`config.mk`:
```
export PLATFORM = sky130hd
export DESIGN_NAME = aes_out_serializer
export DESIGN_NICKNAME = d
export VERILOG_FILES = /design/src/rtl/aes_out_pkg.sv /design/src/rtl/aes_out_fifo.sv /design/src/rtl/aes_out_serializer.sv
export SDC_FILE = /design/constraint.sdc
export NUM_CORES = 1
export LEC_CHECK = 0
export BUFFER_PORTS_ARGS = -buffer_cell sky130_fd_sc_hd__buf_2
export CORE_UTILIZATION = 55
export DETAILED_ROUTE_END_ITERATION = 7
export PLACE_DENSITY = 0.78
export SYNTH_ARGS = -nofsm -noshare
export SYNTH_HDL_FRONTEND = slang
export SYNTH_SLANG_ARGS = --single-unit
```
`constraint.sdc`:
```
create_clock -name AES_clk -period 11.8 [get_ports AES_clk]
set_input_delay 3.54 -clock AES_clk [delete_from_list [all_inputs] [get_ports AES_clk]]
set_output_delay 3.54 -clock AES_clk [all_outputs]
set_load 0.03 [all_outputs]
```
`src/rtl/aes_out_pkg.sv`:
```
// Shared widths, FSM state type and word-select helper for the AES output serializer.
package aes_out_pkg;
  localparam int BLK_W         = 128;
  localparam int WORD_W        = 32;
  localparam int WORDS_PER_BLK = 4;

  typedef enum logic [0:0] {IDLE = 1'b0, SEND = 1'b1} state_t;

  // Word 0 is the most significant 32 bits of the block.
  function automatic logic [WORD_W-1:0] blk_word(input logic [BLK_W-1:0] blk,
                                                  input logic [1:0]       idx);
    return blk[BLK_W-1-int'(idx)*WORD_W -: WORD_W];
  endfunction
endpackage

```
`src/rtl/aes_out_fifo.sv`:
```
// 128-bit synchronous FIFO with wrap-bit pointers; the caller must not push
// when full unless it pops in the same cycle.
module aes_out_fifo
  import aes_out_pkg::*;
#(
  parameter int DEPTH = 2
) (
  input  logic                     clk,
  input  logic                     rst,
  input  logic                     push,
  input  logic [BLK_W-1:0]         din,
  input  logic                     pop,
  output logic [BLK_W-1:0]         dout,
  output logic                     full,
  output logic                     empty,
  output logic [$clog2(DEPTH):0]   count
);
  localparam int AW = $clog2(DEPTH);

  logic [BLK_W-1:0] r_mem [DEPTH];
  logic [AW:0]      r_wr_ptr;
  logic [AW:0]      r_rd_ptr;

  always_ff @(posedge clk or posedge rst) begin
    if (rst) begin
      r_wr_ptr <= '0;
      r_rd_ptr <= '0;
    end else begin
      if (push) r_wr_ptr <= r_wr_ptr + 1'b1;
      if (pop)  r_rd_ptr <= r_rd_ptr + 1'b1;
    end
  end

  // Storage carries no reset; the pointers alone define what is valid.
  always_ff @(posedge clk) begin
    if (push) r_mem[r_wr_ptr[AW-1:0]] <= din;
  end

  assign dout  = r_mem[r_rd_ptr[AW-1:0]];
  assign empty = (r_wr_ptr == r_rd_ptr);
  assign full  = (r_wr_ptr[AW] != r_rd_ptr[AW]) &&
                 (r_wr_ptr[AW-1:0] == r_rd_ptr[AW-1:0]);
  assign count = r_wr_ptr - r_rd_ptr;
endmodule

```
`src/rtl/aes_out_serializer.sv`:
```
// Captures AES output blocks on a valid rise and streams them as 32-bit words, MSW first.
// Optional macro AES_OUT_PARITY_EN adds the word_parity output.
module aes_out_serializer
  import aes_out_pkg::*;
#(
  parameter int FIFO_DEPTH = 2
) (
  input  logic                        AES_clk,
  input  logic                        AES_rst,
  input  logic                        blk_valid,
  input  logic [BLK_W-1:0]            blk_data,
  output logic                        word_valid,
  input  logic                        word_ready,
  output logic [WORD_W-1:0]           word_data,
  output logic                        word_last,
  output logic [$clog2(FIFO_DEPTH):0] fifo_count,
`ifdef AES_OUT_PARITY_EN
  output logic                        word_parity,
`endif
  output logic                        blk_overflow
);
  localparam int CW = $clog2(FIFO_DEPTH) + 1;

  logic             r_prev_valid;
  state_t           r_state;
  state_t           w_state_nxt;
  logic [1:0]       r_idx;
  logic             w_rise;
  logic             w_hs;
  logic             w_pop;
  logic             w_push;
  logic             w_full;
  logic             w_empty;
  logic [BLK_W-1:0] w_head;

  assign w_rise = blk_valid & ~r_prev_valid;
  assign w_hs   = word_valid & word_ready;
  assign w_pop  = w_hs & (r_idx == 2'd3);
  // A full FIFO still accepts a block when the head leaves on the same edge.
  assign w_push = w_rise & (~w_full | w_pop);

  aes_out_fifo #(.DEPTH(FIFO_DEPTH)) u_fifo (
    .clk   (AES_clk),
    .rst   (AES_rst),
    .push  (w_push),
    .din   (blk_data),
    .pop   (w_pop),
    .dout  (w_head),
    .full  (w_full),
    .empty (w_empty),
    .count (fifo_count)
  );

  // Valid comes straight from FIFO occupancy so word 0 appears one cycle after capture.
  assign word_valid = ~w_empty;
  assign word_data  = word_valid ? blk_word(w_head, r_idx) : '0;
  assign word_last  = word_valid & (r_idx == 2'd3);

`ifdef AES_OUT_PARITY_EN
  assign word_parity = word_valid & (^word_data);
`endif

  always_comb begin
    w_state_nxt = r_state;
    case (r_state)
      IDLE: if (!w_empty) w_state_nxt = SEND;
      SEND: if (w_pop && !w_push && fifo_count == CW'(1)) w_state_nxt = IDLE;
      default: w_state_nxt = IDLE;
    endcase
  end

  always_ff @(posedge AES_clk or posedge AES_rst) begin
    if (AES_rst) begin
      r_prev_valid <= 1'b0;
      r_state      <= IDLE;
      r_idx        <= 2'd0;
      blk_overflow <= 1'b0;
    end else begin
      r_prev_valid <= blk_valid;
      r_state      <= w_state_nxt;
      if (w_hs)                          r_idx        <= r_idx + 2'd1;
      if (w_rise && w_full && !w_pop)    blk_overflow <= 1'b1;
    end
  end
endmodule

```
**Word-level counts from Yosys, hierarchy flattened**

Memory sizes are Yosys's and may differ from the RTL's.
Index checks and enable logic that the tools add are counted.

- Bits in registers: 8
- Bits in latches: 0
- RAM bits: 256
- Memory bits (read-only): 0
- Output and inout port bits: 37
- Word-level logic and storage cells: 32
- Memories kept: 1

- $add $sub $neg: 5
- $mul: 0
- Div/mod/pow operators: 0
- $lt $le $gt $ge: 0
- Eq/ne operators: 4
- Shifts and indexed selects: 1
- Multiplexer cells: 3
- Bitwise operators: 9
- Reduce and logical (&&, ||, !) cells: 4

Memories:

| name | words | bits a word | read ports | clocked after Yosys merged registers in | write ports | RTL line | RTL |
|---|---|---|---|---|---|---|---|
| u_fifo.r_mem | 2 | 128 | 1 | 0 | 1 | aes_out_fifo.sv:20 | `logic [BLK_W-1:0] r_mem [DEPTH];` |

Operator list:

| kind | count |
|---|---|
| 159-bit by 8-bit variable part select with 32-bit output | 1 |
| 32-bit 2-to-1 mux | 1 |
| 7-bit by 7-bit subtractor with 8-bit output, first input constant | 1 |
| 2-bit by 1-bit adder with 2-bit output, second input constant | 3 |
| 1-bit AND | 5 |
| 1-bit logical AND | 3 |
| 1-bit inverter | 3 |
| 2-bit equality test | 1 |
| 2-bit equality test, second input constant | 1 |
| 1-bit 2-to-1 mux | 2 |
| 2-bit subtractor | 1 |
| 1-bit equality test | 1 |
| 1-bit logical NOT | 1 |
| 1-bit inequality test | 1 |
| 1-bit bitwise OR | 1 |

**Longest topological paths before layout**

- Word-level depth: 8
- Depth in mapped cells: 6
- Depth with buffers taken out: 4

**Hierarchy**

A second synthesis with hierarchy kept.

- Cells, all modules: 546
- Area total of the unflattened synthesis: 10642.7 sq um

By module, submodules not included:

| module | times used | cells each | area each (sq um) | seq. area each (sq um) |
|---|---|---|---|---|
| aes_out_fifo | 1 | 417 | 9466.6 | 7787.5 |
| aes_out_serializer | 1 | 129 | 1176.1 | 100.1 |

**Worst setup path after synthesis**

Ideal clock, no wire load.

- Path kind: input to register
- Start: input word_ready
- End: memory u_fifo.r_mem[1][0], enable pin
- Library setup time: 0.615 ns
- Arrival time: 9.061 ns
- Data required time: 11.185 ns
- Path slack: 2.123 ns
- Cell stages on the path: 2
- Buffers on the path: 0
- Cell sequence: nand2_1 > a311oi_2

- Longest elaborated chain between the ends: 6

RTL lines:

| what | RTL line | RTL |
|---|---|---|
| start, declared | aes_out_serializer.sv:13 | `input logic word_ready,` |
| 1-bit AND | aes_out_serializer.sv:37 | `assign w_hs = word_valid & word_ready;` |
| 1-bit AND | aes_out_serializer.sv:38 | `assign w_pop = w_hs & (r_idx == 2'd3);` |
| 1-bit bitwise OR | aes_out_serializer.sv:40 | `assign w_push = w_rise & (~w_full \| w_pop);` |
| 1-bit AND | aes_out_serializer.sv:40 |  |
| 1-bit 2-to-1 mux | aes_out_fifo.sv:36 | `if (push) r_mem[r_wr_ptr[AW-1:0]] <= din;` |
| 1-bit 2-to-1 mux (not written as such) | aes_out_fifo.sv:36 |  |
| end, declared | aes_out_fifo.sv:20 |  |

No other way between the ends.

**Final worst setup path**

- Start: register u_fifo.r_rd_ptr[0]
- End: output word_data[11]

- Longest elaborated chain between the ends: 3
- Elaborated cells on any way between the ends: 4
- Classes of those cells: eq/ne: 1; shift: 1; mux: 1; memory: 1

RTL lines:

| what | RTL line | RTL |
|---|---|---|
| start, declared | aes_out_fifo.sv:22 | `logic [AW:0] r_rd_ptr;` |
| start signal, assigned | aes_out_fifo.sv:30 | `if (pop) r_rd_ptr <= r_rd_ptr + 1'b1;` |
| memory 2 x 128 bit | -- |  |
| 159-bit by 8-bit variable part select with 32-bit output | aes_out_pkg.sv:12 | `return blk[BLK_W-1-int'(idx)*WORD_W -: WORD_W];` |
| 32-bit 2-to-1 mux (*) | aes_out_serializer.sv:56 | `assign word_data = word_valid ? blk_word(w_head, r_idx) : '0;` |
| end, declared | aes_out_serializer.sv:14 | `output logic [WORD_W-1:0] word_data,` |

Every way passes the cells marked *; elsewhere a longest branch is shown, timed or not.

==> qor.txt <==
Worst-Margin Slew: 1140 ps
average cell area after synthesis: 24.5 um2
CTS buffer count: 25
Via Count: 4,753
grt total ovfl: 0
Cell variety after synth: 29
ranking of synthesized cells by area: edfxtp_1 (76%), mux4_2 (13%), a22o_1 (2.8%)
GRT Total Usage: 18.9%
crit end category: primary output
Critical Path Source Type: register
first-pass GRT wire length: 26.0 mm
area grow syn2layout: 17.4%
final setup fails: 0
initial antenna violation count: 3
Mapped Area: 10,100 um2
H-tree levels: 1
Slew Viols, Final: 0
Worst-path clk slew: 60 ps
fmax: 0.146 GHz
Max-slew headroom: 23.9%
cell taking the most area after synthesis: edfxtp_1
placer congestion estimate: 0.784
Post-Layout Cell Count: 837
most common cell after layout, fill and taps aside: edfxtp_1
Post-CTS Setup Bufs: 0
die span in x: 137 um
Sink Count: 264
hold-fix buffers at CTS: 0
pin count of the biggest net entering global routing: 85
unrepaired setup endpoints after global routing: false
DR DRC count: 0
Core Util, Final: 65.7%
VDD IR max: 196 uV
number of DRC markers in iteration 0: 257
top cell type's share of synthesized area: 76.5%
dpl ws: 5380 ps
sequential-to-total area share from yosys stat: 78.5%
area of the die: 18,800 um2
P per Cell Area: 268 nW/um2
final net count: 723
TritonCTS clock tree: done
routed len/inst: 21.5 um
CP Max Fanout: 32
max-cap viol count: 0
post-detail-place hpwl: 11.4 mm
Max clock buf depth: 3
Post-Route WL: 18.0 mm
CTS Root Cell: clkbuf_16
min Tclk post-route: 6840 ps
routed vias/inst: 5.68
Starting Density: 56.0%
DR pass1 iterations: 4
area of the core: 18,000 um2
most frequent cells in the layout: edfxtp_1 (256), buf_2 (168), mux4_2 (58), a22o_1 (32), clkbuf_16 (25)
share of post-route cells with drive strength above 1: 45.3%
Mapped Nets: 544
crit share post-route: 58.0%
DIE HEIGHT: 137 um
port buffer count: 168
number of global-route vias before repair: 4,900
dpl cells: 791
Ports: 169
cts repair resizes: 0
Worst EP required: 8260 ps
Skew-Pair Late Insertion Delay: 510 ps
flops & latches, synth: 264
Crit Path Class: register to primary output
Leak Pwr: 4.16 nW
Setup TNS Final: 0 ps
HP Class: register to register
Pwr Total: 3.16 mW
setup ws final: 4960 ps
YS warnings: 0
Hold Vio Cnt, Final: 0
result of the run: finished, final reports clean
Worst Skew: 11.3 ps
Worst EP arrival: 3300 ps
Rows: 49
Syn Inst Count: 410
ANT nets after route: 0
layer usage:
| layer | GRT usage [%] | routed length, um | vias to the layer above |
|---|---|---|---|
| met5 | 0 | 23 | - |
| met4 | 7.02 | 452 | 4 |
| met3 | 3.38 | 1050 | 39 |
| met2 | 34.1 | 9650 | 152 |
| met1 | 22.8 | 6790 | 2415 |
| li1 | - | - | 2143 |
cell type report:
| cell class | instances | area [um2] |
|---|---|---|
| inverter | 3 | 11.3 |
| clock inverter | 18 | 88.8 |
| antenna | 1 | 2.50 |
| multi-input combinational | 122 | 2000 |
| fill | 1192 | 6170 |
| sequential | 264 | 7890 |
| timing repair buffer | 173 | 878 |
| clock buffer | 27 | 633 |
| tap | 229 | 287 |
sequential cells by signal, summed over array words and instances, names as in the netlist:
| register | count |
|---|---|
| u_fifo.r_mem | 256 |
| u_fifo.r_rd_ptr | 2 |
| blk_overflow | 1 |
| u_fifo.r_wr_ptr | 2 |
| r_prev_valid | 1 |
| r_idx | 2 |
synth_stat cells:
cell / number
xnor2_4: 1
edfxtp_1: 256
buf_4: 7
a21oi_4: 1
a311oi_2: 1
ha_1: 2
a21boi_2: 1
a21boi_4: 1
nand2_1: 2
buf_12: 1
buf_2: 2
a21oi_1: 2
inv_1: 3
clkbuf_1: 6
a22o_1: 32
nand3_1: 2
mux2_1: 1
xor2_1: 5
buf_6: 3
dlygate4sd1_1: 1
a31oi_1: 1
nand2b_1: 1
mux4_2: 58
xnor2_1: 2
and2_1: 2
buf_8: 1
mux4_1: 6
dfrtp_1: 8
o21bai_1: 1
cells by family after synthesis:
kind of cell / synth area share [%]
adders and majority gates: 0.249
DFF: 78.5
muxes: 14.7
and+or+nand+nor: 0.361
AOI/OAI and AO/OA: 3.63
buffers and inverters: 1.73
xor gates and xnor gates: 0.884
power by group:
part / switching [mW] / internal (mW) / total, mW / leakage [nW]
Sequential: 0.0823 / 1.21 / 1.29 / 2.43
Clock: 0.317 / 0.387 / 0.704 / 0.353
Combinational: 0.711 / 0.459 / 1.17 / 1.37
Total: 1.11 / 2.05 / 3.16 / 4.16
metrics by stage:
stage	hold slack (ps)	area, um2
2_1_floorplan	534	10100
3_3_place_gp	463	11100
3_5_place_dp	484	11100
4_1_cts	498	11800
5_1_grt	514	11800
6_report	487	11800
critical path, stage by stage, from the launching register on:
cell and delay, ps:
dfrtp_4 850, ha_1 510, a21boi_4 910, a22o_1 300, buf_2 200
worst paths after layout:
check / startpoint / to / slack [ps] / cells past startpoint
worst min register to register: blk_overflow / blk_overflow / 490 / 1
min in group asynchronous: AES_rst / u_fifo.r_rd_ptr[0] / 2970 / 2
max in group asynchronous: AES_rst / u_fifo.r_rd_ptr[0] / 8560 / 2
worst min-delay path: blk_overflow / blk_overflow / 490 / 1
worst max-delay path: u_fifo.r_rd_ptr[0] / word_data[11] / 4960 / 4
worst max register to register: r_idx[0] / u_fifo.r_mem[0][17] / 7710 / 6
No activity file was read; power rests on OpenSTA's default activity.
